<file path="config.mk">
export PLATFORM = sky130hd
export DESIGN_NAME = vga_1280x1024_timing
export DESIGN_NICKNAME = d
export VERILOG_FILES = /design/src/rtl/vga_1280x1024_timing.sv
export SDC_FILE = /design/constraint.sdc
export NUM_CORES = 1
export LEC_CHECK = 0
export CORE_ASPECT_RATIO = 1.2
export CORE_MARGIN = 4
export CORE_UTILIZATION = 50
export CTS_BUF_LIST = sky130_fd_sc_hd__clkbuf_16
export DETAILED_ROUTE_END_ITERATION = 12
export PLACE_DENSITY_LB_ADDON = 0.1
export SYNTH_ARGS = -nofsm -noshare
export SYNTH_HDL_FRONTEND = slang
export SYNTH_SLANG_ARGS = --single-unit
</file>
<file path="constraint.sdc">
create_clock -name clk_108Mhz -period 3.5 [get_ports clk_108Mhz]
set_clock_uncertainty 0.1 [all_clocks]
set_input_delay 0.525 -clock clk_108Mhz [delete_from_list [all_inputs] [get_ports clk_108Mhz]]
set_output_delay 0.525 -clock clk_108Mhz [all_outputs]
set_load 0.01 [all_outputs]
</file>
<file path="src/rtl/vga_1280x1024_timing.sv">
// Raster timing generator for 1280x1024 @ 60 Hz from a 108 MHz pixel clock.
// Sync outputs are decoded from next-state counters so they align with x_loc/y_loc.
module vga_1280x1024_timing #(
  parameter int H_VISIBLE = 1280,
  parameter int H_FRONT   = 48,
  parameter int H_SYNC    = 112,
  parameter int H_BACK    = 248,
  parameter int V_VISIBLE = 1024,
  parameter int V_FRONT   = 1,
  parameter int V_SYNC    = 3,
  parameter int V_BACK    = 38
) (
  input  logic        clk_108Mhz,
  input  logic        reset,
  output logic        h_sync,
  output logic        v_sync,
  output logic [10:0] x_loc,
  output logic [10:0] y_loc
);

  localparam int H_TOTAL = H_VISIBLE + H_FRONT + H_SYNC + H_BACK;
  localparam int V_TOTAL = V_VISIBLE + V_FRONT + V_SYNC + V_BACK;

  localparam logic [10:0] H_LAST       = 11'(H_TOTAL - 1);
  localparam logic [10:0] V_LAST       = 11'(V_TOTAL - 1);
  localparam logic [10:0] H_SYNC_START = 11'(H_VISIBLE + H_FRONT);
  localparam logic [10:0] H_SYNC_END   = 11'(H_VISIBLE + H_FRONT + H_SYNC);
  localparam logic [10:0] V_SYNC_START = 11'(V_VISIBLE + V_FRONT);
  localparam logic [10:0] V_SYNC_END   = 11'(V_VISIBLE + V_FRONT + V_SYNC);

  logic [10:0] x_q, x_d;
  logic [10:0] y_q, y_d;
  logic        hs_q, hs_d;
  logic        vs_q, vs_d;

  always_comb begin
    x_d = x_q + 11'd1;
    y_d = y_q;
    if (x_q == H_LAST) begin
      x_d = '0;
      y_d = (y_q == V_LAST) ? '0 : y_q + 11'd1;
    end
    // Decode from next-state values so the registered syncs match the registered position.
    hs_d = (x_d >= H_SYNC_START) && (x_d < H_SYNC_END);
    vs_d = (y_d >= V_SYNC_START) && (y_d < V_SYNC_END);
  end

  always_ff @(posedge clk_108Mhz) begin
    if (reset) begin
      x_q  <= '0;
      y_q  <= '0;
      hs_q <= 1'b0;
      vs_q <= 1'b0;
    end else begin
      x_q  <= x_d;
      y_q  <= y_d;
      hs_q <= hs_d;
      vs_q <= vs_d;
    end
  end

  assign x_loc  = x_q;
  assign y_loc  = y_q;
  assign h_sync = hs_q;
  assign v_sync = vs_q;

endmodule

</file>
==> summary.md <==
| Metric | Value |
|---|---|
| Final Hold Viols | 0 |
| Post-layout net count | around 190 |
| Gpl congestion | between 0.8 and 0.9 |
| Count leader, synth | nor2_1 |
| Synth async-reset ratio | 0% |
| Largest net degree at the start of global routing | 15 |
| Critical path class | reg2reg |
| Dpl cells | roughly 210 |
| Rel. slew slack | a little under 70% |
| Setup TNS | 0 ns |
| Pwr per Cell Area | 326 nW/um2 |
| Finish-stage setup viols | 0 |
| Reg-to-reg endpoint | v_sync |
| Initial Util | a little over half |
| I/O Buffers | 25 |
| Post-CTS Resized | 0 |
| Cell Area, Synth | approximately 1300 um2 |
| Layout area overhead | 24.6% |
| Clock Sinks | 24 |
| Critical path peak fanout | 14 |
| I/O pins | 26 |
| RR Startpoint | x_loc[0] |
| Vias in the first global route | ~1.1k |
| Hold_sp | x_loc[0] |
| Yosys top cell by area | dfxtp_1 |
| Sequential element share of the synthesized area | between 30 and 40% |
| Leak | roughly 0.59 nW |
| Fraction of layout cells with a size suffix above 1 | under 10% |
| Postcts setup bufs | 0 |
| Finished Core Util | ~65% |
| Hold Slack | between 0.3 and 0.4 ns |
| Top_reg_cell synth | dfxtp_1 |
| Final worst slack | around 1.1 ns |
| Hold/Removal Path Class | reg2reg |
| Overall Global Routing Usage | 18.4% |
| FP Rows | 20 |
| Hold EP | x_loc[0] |
| Final worst-path cycle share | 67.3% |
| F_max | between 400 and 500 MHz |
| Die area | ~3600 um2 |
| Pre-CTS setup slack | ~1.2 ns |
| Peak VDD IR | about 0.00025 V |
| Clk pin slew, worst setup/hold paths | 0.06 ns |
| Total grt overflow | 0 |
| Top-area cell type share of the netlist area | 36.1% |
| Mapped Avg Cell Area | between 8 and 9 um2 |
| CP Data Arrival Time | 2.40 ns |
| Syn Nets | approximately 170 |
| Drt drc | 0 |
| Non-Filler Cell Area, Final | roughly 1700 um2 |
| Crit path time final | approximately 2.4 ns |
| Syn. warnings | 0 |
| Clk Latency, worst-skew pair | around 0.25 ns |
| Path depth of the worst reg2reg path | 6 |
| # Max-Cap Violations | 0 |
| Clock Tree Buf Depth | 2 |
| Measured slew at the worst slew-check pin | between 0.4 and 0.5 ns |
| Die Wd | 55.1 um |
| Ant diodes | 0 |
| Final Power | about 0.54 mW |
| Vias | between 1k and 1.5k |
| DRT iter0 DRCs | 17 |
| Yosys reg bits | 24 |
| CTS root buf | clkbuf_16 |
| DRT Wirelength | 2910 um |
| Num CTS Buffers | 3 |
| RSZ-0062 raised after global routing | false |
| Top cells by area, synth | dfxtp_1 36%, nor2_1 8.7%, xnor2_1 6.6% |
| CP endpoint kind | register |
| Placed Area | 1580 um2 |
| Outcome | complete, no violations |
| Vias per cell | between 5 and 6 |
| Number of synthesized flops with an enable pin | 0 |
| Hold-critical path depth | 1 |
| Core area | between 2000 and 3000 um2 |
| Post-DRT Antenna Nets | 0 |
| Post-synthesis instance total | about 160 |
| Post-synthesis cell type count | 41 |
| Wirelength per Cell | around 14 um |
| Final slew viol count | 0 |
| Crit start category | register |
| Synth top cells by count | 31 x nor2_1, 24 x dfxtp_1, 10 x xnor2_1 |
| Post-CTS Hold Buffers | 0 |
| DR pass1 iterations | 4 |
| Initial antenna violation count | 0 |
| Worst R2R Setup Slack | roughly 1.1 ns |
| Fillers | ~240 |
| Global-route wire length before repair | 4940 um |
| CTS tree | built |
| DIE HEIGHT | approximately 65 um |
| Crit path required time | 3.55 ns |
| DP HPWL | 2170 um |
| Htree depth | 1 |
| Fin cells | approximately 210 |
per-layer routing:
layer,vias to the layer above,part of all wire (%),GRT usage [%]
li1,595,-,-
met1,534,46,23.7
met2,21,51,30.8
met3,2,2.4,3.45
met4,0,0.65,4.56
met5,-,0,0
cells by family (layout without fill, tap and decap cells):
| kind of cell | count (synthesis) | after routing | synth area share (%) |
|---|---|---|---|
| buf+inv | 13 | 33 | 4.32 |
| xor+xnor | 19 | 19 | 12.5 |
| simple gates | 78 | 78 | 31.9 |
| compound gates | 21 | 21 | 11.5 |
| fa+ha+maj | 4 | 4 | 3.76 |
| flops | 24 | 24 | 36.1 |
sequential cells by signal, summed over array words and instances (netlist names):
register and count:
x_loc 11, v_sync 1, y_loc 11, h_sync 1
worst max-delay path by stage:
stage	start	endpoint	slack (ns)	cells past startpoint
finish	x_loc[0]	v_sync	1.15	6
global route	x_loc[0]	v_sync	0.90	7
CTS	x_loc[0]	v_sync	1.14	6
detailed placement	x_loc[0]	v_sync	1.15	7
global placement	x_loc[0]	v_sync	1.22	6
floorplan	y_loc[1]	v_sync	1.44	9
layout by cell type (no fill, tap or decap), drive strengths merged, types with 2 or more instances in the layout:
| cell | count |
|---|---|
| a2111oi | 2 |
| a211oi | 4 |
| a21o | 2 |
| a21oi | 3 |
| a31oi | 2 |
| and3 | 5 |
| and4 | 3 |
| and4bb | 2 |
| clkbuf | 3 |
| clkdlybuf4s50 | 25 |
| dfxtp | 24 |
| ha | 4 |
| inv | 5 |
| nand2 | 9 |
| nand2b | 2 |
| nand3 | 7 |
| nand4 | 7 |
| nand4bb | 2 |
| nor2 | 31 |
| nor3 | 5 |
| o21ai | 4 |
| xnor2 | 10 |
| xor2 | 9 |
report_power, final:
group | leakage (nW) | total, mW | internal (mW) | switching [mW]
clock | 0.0370 | 0.243 | 0.151 | 0.0919
combinational | 0.355 | 0.0185 | 0.00904 | 0.00944
sequential | 0.194 | 0.279 | 0.276 | 0.00315
total | 0.585 | 0.541 | 0.436 | 0.104
final cells by class:
type | instances | area (um2) | area share, %
Multi-Input combinational cell | 122 | 793 | 47.8
Sequential cell | 24 | 480 | 29.0
Timing Repair Buffer | 25 | 250 | 15.1
Clock buffer | 3 | 75.1 | 4.52
Tap cell | 33 | 41.3 | 2.49
Inverter | 5 | 18.8 | 1.13
critical path, cell delays in order (launching register included):
cell and delay [ns]:
dfxtp_1 0.36, ha_1 0.21, and4bb_2 0.26, nand4_2 0.32, or3_1 0.46, a21o_1 0.21
a2111oi_2 0.33
No activity file was read; power rests on OpenSTA's default activity.
